===== src/rtl/left_shift_2bits_32_pkg.sv =====
// rtl/left_shift_2bits_32_pkg.sv - shared constants and fixed-shift helper
// Purpose: default operand width / shift amount and shl_fixed(), which packs
//          {shifted, lost} so the combinational path and the register stage
//          load are guaranteed to use the same shift.
package left_shift_2bits_32_pkg;

  localparam int SHL_WIDTH = 33;
  localparam int SHL_SHAMT = 2;

  // Upper SHL_WIDTH bits: value << SHL_SHAMT (truncated to SHL_WIDTH).
  // Lower SHL_SHAMT bits: the bits shifted off the top.
  function automatic logic [SHL_WIDTH+SHL_SHAMT-1:0] shl_fixed(
    input logic [SHL_WIDTH-1:0] value
  );
    return {value[SHL_WIDTH-SHL_SHAMT-1:0],
            {SHL_SHAMT{1'b0}},
            value[SHL_WIDTH-1:SHL_WIDTH-SHL_SHAMT]};
  endfunction

endpackage


===== src/rtl/left_shift_2bits_32_shl_stage_reg.sv =====
// rtl/left_shift_2bits_32_shl_stage_reg.sv - one-entry valid/ready register stage
// Purpose: generic single-slot pipeline register with full throughput.
// Ports:
//   clk        rising-edge clock
//   rst        asynchronous active-high reset (clears data and valid)
//   in_data    DW-bit payload offered by the producer
//   in_valid   producer has a payload this cycle
//   in_ready   stage can take a payload this cycle
//   out_data   registered payload
//   out_valid  out_data holds a payload
//   out_ready  consumer takes out_data this cycle
module shl_stage_reg #(
  parameter int DW = 35
) (
  input  logic          clk,
  input  logic          rst,
  input  logic [DW-1:0] in_data,
  input  logic          in_valid,
  output logic          in_ready,
  output logic [DW-1:0] out_data,
  output logic          out_valid,
  input  logic          out_ready
);

  logic xfer;

  // Empty, or being drained this cycle: the slot frees up at the same edge.
  assign in_ready = !out_valid || out_ready;
  assign xfer     = in_valid && in_ready;

  always_ff @(posedge clk or posedge rst) begin
    if (rst) begin
      out_data  <= '0;
      out_valid <= 1'b0;
    end else begin
      // Data only moves on a transfer, so garbage on in_data while
      // in_valid is low never reaches out_data.
      if (xfer) begin
        out_data <= in_data;
      end
      if (xfer) begin
        out_valid <= 1'b1;
      end else if (out_ready) begin
        out_valid <= 1'b0;
      end
    end
  end

endmodule


===== src/rtl/left_shift_2bits_32.sv =====
// rtl/left_shift_2bits_32.sv - fixed left-shift-by-2 unit, comb and registered views
// Purpose: word-to-byte offset shift ahead of the branch/jump adder.
// Ports:
//   clk         rising-edge clock
//   rst         asynchronous active-high reset
//   in          WIDTH-bit operand
//   out         combinational in << SHAMT
//   in_valid    operand is a transfer request
//   in_ready    register stage can accept this cycle
//   out_q       registered shifted operand
//   lost_q      registered bits shifted off the top
//   out_valid   out_q / lost_q are valid
//   out_ready   consumer accepts out_q this cycle
//   ovf_sticky  some accepted operand had nonzero lost bits
//   ovf_clr     synchronous clear of ovf_sticky (a same-cycle set wins)
module left_shift_2bits_32
  import left_shift_2bits_32_pkg::*;
#(
  // Must match the package defaults: shl_fixed() is sized by them.
  parameter int WIDTH = SHL_WIDTH,
  parameter int SHAMT = SHL_SHAMT
) (
  input  logic             clk,
  input  logic             rst,
  input  logic [WIDTH-1:0] in,
  output logic [WIDTH-1:0] out,
  input  logic             in_valid,
  output logic             in_ready,
  output logic [WIDTH-1:0] out_q,
  output logic [SHAMT-1:0] lost_q,
  output logic             out_valid,
  input  logic             out_ready,
  output logic             ovf_sticky,
  input  logic             ovf_clr
);

  logic [WIDTH+SHAMT-1:0] shl_res;
  logic [WIDTH+SHAMT-1:0] stage_q;
  logic [SHAMT-1:0]       lost;
  logic                   xfer;

  assign shl_res = shl_fixed(in);
  assign out     = shl_res[WIDTH+SHAMT-1:SHAMT];
  assign lost    = shl_res[SHAMT-1:0];

  shl_stage_reg #(
    .DW(WIDTH + SHAMT)
  ) u_stage (
    .clk       (clk),
    .rst       (rst),
    .in_data   (shl_res),
    .in_valid  (in_valid),
    .in_ready  (in_ready),
    .out_data  (stage_q),
    .out_valid (out_valid),
    .out_ready (out_ready)
  );

  assign out_q  = stage_q[WIDTH+SHAMT-1:SHAMT];
  assign lost_q = stage_q[SHAMT-1:0];

  assign xfer = in_valid && in_ready;

  always_ff @(posedge clk or posedge rst) begin
    if (rst) begin
      ovf_sticky <= 1'b0;
    end else if (xfer && (|lost)) begin
      ovf_sticky <= 1'b1;
    end else if (ovf_clr) begin
      ovf_sticky <= 1'b0;
    end
  end

endmodule


===== config.mk =====
export PLATFORM = sky130hd
export DESIGN_NAME = left_shift_2bits_32
export DESIGN_NICKNAME = d
export VERILOG_FILES = /design/src/rtl/left_shift_2bits_32_pkg.sv /design/src/rtl/left_shift_2bits_32_shl_stage_reg.sv /design/src/rtl/left_shift_2bits_32.sv
export SDC_FILE = /design/constraint.sdc
export NUM_CORES = 1
export LEC_CHECK = 0
export BUFFER_PORTS_ARGS = -buffer_cell sky130_fd_sc_hd__buf_2
export CORE_AREA = 2 2 69 71
export CTS_CLUSTER_SIZE = 30
export DETAILED_ROUTE_END_ITERATION = 10
export DIE_AREA = 0 0 71 73
export GPL_ROUTABILITY_DRIVEN = 0
export PLACE_DENSITY = 0.7
export SLEW_MARGIN = 40
export SYNTH_ARGS = -nofsm -noshare
export SYNTH_HDL_FRONTEND = slang
export SYNTH_SLANG_ARGS = --single-unit

===== constraint.sdc =====
create_clock -name clk -period 1.6 [get_ports clk]
set_input_delay 0 -clock clk [delete_from_list [all_inputs] [get_ports clk]]
set_output_delay 0 -clock clk [all_outputs]
set_load 0.005 [all_outputs]

==> key figures <==
Power
  • Pleak: 1.35 nW
  • Overall power: 0.00232 W
  • Reg power frac: 0.466
  • Sw Share: 0.250
  • Maximum vdd drop: 365 uV
  • Sw power: 0.000580 W
  • Pwr dens: 926 nW/um2
  • Combinational share of power: 0.257
  • Clock power share: 0.277
  • P_int: 0.00174 W

Clock network
  • CTS tree: done
  • Post-cts sizing count: 0
  • Skew-Pair Late Insertion Delay: 0.28 ns
  • CTS Buf Count: 5
  • Clk sinks: 35
  • Clk buf depth: 2
  • Post-CTS Setup Repair Bufs: 0
  • Clk slew on worst S/H paths: 0.06 ns
  • H-tree levels: 2
  • CTS root buf: clkbuf_8

Synthesis
  • Post-Syn Area: 1710 um2
  • Yosys top cell area share: 0.514
  • Synth area leader: dfrtp_1
  • Synth Register Bits: 35
  • Synthesized instance count: 114
  • Sequential-to-total area share from yosys stat: 0.514
  • Synth Area per Inst: 15.0 um2
  • Count of different cell masters after synthesis: 12
  • Total of warnings raised by yosys: 0
  • Synth top area cells: dfrtp_1 (51%), mux2_4 (26%), buf_4 (15%)

Setup path
  • CP Data Required Time: 1.76 ns
  • Largest delay contributor family on the critical path: flip-flops
  • R2r setup slk: 0.25 ns
  • Reg-to-Reg Start: u_stage.out_valid
  • Buf/Inv on CP: 1
  • Worst path cell trace: nand2b_4 > nand2_4 > buf_4 > mux2_4
  • Critical Path Slowest Stage Cell: dfrtp_1
  • Reg2reg path depth: 4
  • Max FO, Critical Path: 14
  • Endpoint class of the critical path: flop
  • Crit-path max cell delay: 0.40 ns
  • WS Path Type: reg2reg
  • Capturing point of the worst reg2reg path: u_stage.out_data[34]
  • CP Launch Type: flop
  • Worst EP arrival: 1.52 ns

Min path
  • Hold WC Path Type: in2reg
  • Hold wc startpoint: out_ready
  • Worst Hold Path EP: u_stage.out_valid
  • WHS Path Cells: 3

Die
  • Row Count: 25
  • Initial Util: 0.376
  • Core area: 4540 um2
  • Die area: 5180 um2
  • Die Width: 71 um
  • # IOs: 109
  • Die Ht: 73 um

Final layout
  • Final Cell Area: 2500 um2
  • Ant diodes: 0
  • Final net count: 267
  • Area overhead of the layout relative to synthesis: 46.8%
  • Fraction of layout cells with a size suffix above 1: 0.651

Drt
  • DRT antenna net count: 0
  • Drt via density: 4.34
  • First-pass detailed-route iteration total: 3
  • WL final: 3.95 mm
  • Initial DRC Count: 35
  • Detailed-route DRC error count: 0
  • DR WL/cell: 13.9 um
  • Via count: 1229

Timing
  • Clk_skew: 0.00901 ns
  • FMAX: 739 MHz
  • Final Cycle Share: 0.846
  • Fin. Hold Viols: 0
  • Slew @ Worst Pin: 0.567 ns
  • Final Slew Violations: 0
  • Setup repair after global routing missed its margin: false
  • Minimum clock period: 1.35 ns
  • Max-slew headroom: 0.621
  • Setup TNS: 0 ns
  • Final setup fails: 0

Place
  • Port bufs: 104
  • Post-DP Area: 2060 um2
  • Post-DP HPWL: 2.51 mm

Global route
  • Vias in the first global route: 1238
  • Largest net degree at the start of global routing: 23
  • Wire length of the first global-routing pass: 6.22 mm
  • Initial antenna violation count: 0
  • Total Routing Usage GR: 0.156
  • Total grt overflow: 0

Status
  • Status: finished, final reports clean

Flow run
  • Max-cap violation count: 0
-- worst max path at each step --
| stage | endpoint | cells after the start | startpoint |
|---|---|---|---|
| floorplan | u_stage.out_data[0] | 4 | u_stage.out_valid |
| detailed placement | u_stage.out_data[28] | 4 | u_stage.out_valid |
| CTS | u_stage.out_data[34] | 4 | u_stage.out_valid |
| global placement | u_stage.out_data[28] | 4 | u_stage.out_valid |
| finish | u_stage.out_data[34] | 4 | u_stage.out_valid |
| global route | u_stage.out_data[34] | 4 | u_stage.out_valid |
-- final cells by class --
class | count | area, um2
fill | 382 | 2030
timing repair buffer | 143 | 928
tap | 54 | 67.6
inverter | 2 | 7.51
multi-input combinational | 42 | 537
sequential | 35 | 876
clock buffer | 6 | 82.6
clock inverter | 1 | 5.00
-- cell usage after synthesis (all sizes together) --
cell type and number:
buf 38, conb 1, dfrtp 35, inv 2
mux2 33, nand2 1, nand2b 2, nor2 1
o22ai 1
-- worst reg2reg max path: cells and delay by family, from the launching register on --
kind                   cells  cell delay [ns]
buffers and inverters      1             0.23
DFF                        1             0.40
muxes                      1             0.31
and+or+nand+nor            2             0.30
-- logic make-up after synthesis --
logic type,count (synthesis),synth area share
other cells,1,0.00220
simple gates,4,0.0205
compound gates,1,0.00367
mux,33,0.282
buf+inv,40,0.178
flops,35,0.514
-- state kept, by name, indices dropped and copies added, names as in the netlist --
signal / cells
ovf_sticky: 1
u_stage.out_data: 33
u_stage.out_valid: 1
-- per-layer routing --
metal,up-vias,global-route usage,share of wire
met4,0,0.0503,0.012
met2,59,0.287,0.55
met1,604,0.180,0.38
met5,-,0,0
li1,562,-,-
met3,4,0.0373,0.057
-- repair_timing --
action	in CTS	in global routing
setup endpoints to repair	0	0
hold buffers	36	0
endpoints found under the hold margin	48	0
-- metrics by stage --
| stage | instances | setup WS, ns | utilization | hold WS [ns] |
|---|---|---|---|---|
| 6_report | 283 | 0.246 | 0.552 | 0.0272 |
| 5_1_grt | 283 | 0.177 | 0.552 | 0.0453 |
| 4_1_cts | 283 | 0.223 | 0.552 | 0.0237 |
| 3_5_place_dp | 240 | 0.233 | 0.453 | 0.0742 |
| 3_3_place_gp | 240 | 0.278 | 0.453 | 0.0788 |
| 2_1_floorplan | 117 | 0.437 | - | 0.0808 |
-- power groups by stage --
| stage | sequential (W) | combinational (W) | clock (W) |
|---|---|---|---|
| final | 0.00108 | 0.000596 | 0.000642 |
| after CTS | 0.00108 | 0.000601 | 0.000669 |
| after floorplan | 0.00111 | 0.000318 | 0 |
| after global placement | 0.00110 | 0.000519 | 0 |
| after detailed placement | 0.00109 | 0.000532 | 0 |
| after global routing | 0.00110 | 0.000647 | 0.000711 |
-- cell usage in the layout, fill, tap and decap left out --
| cell type | n |
|---|---|
| clkinv_2 | 1 |
| inv_1 | 2 |
| nand2b_4 | 1 |
| mux2_2 | 4 |
| buf_4 | 1 |
| nand2_4 | 1 |
| nand2b_1 | 1 |
| mux2_4 | 29 |
| o22ai_1 | 1 |
| buf_2 | 104 |
| nor2_1 | 1 |
| buf_12 | 2 |
| dfrtp_1 | 35 |
| conb_1 | 4 |
| dlygate4sd3_1 | 36 |
| clkbuf_8 | 6 |
No activity file was read; power rests on OpenSTA's default activity.
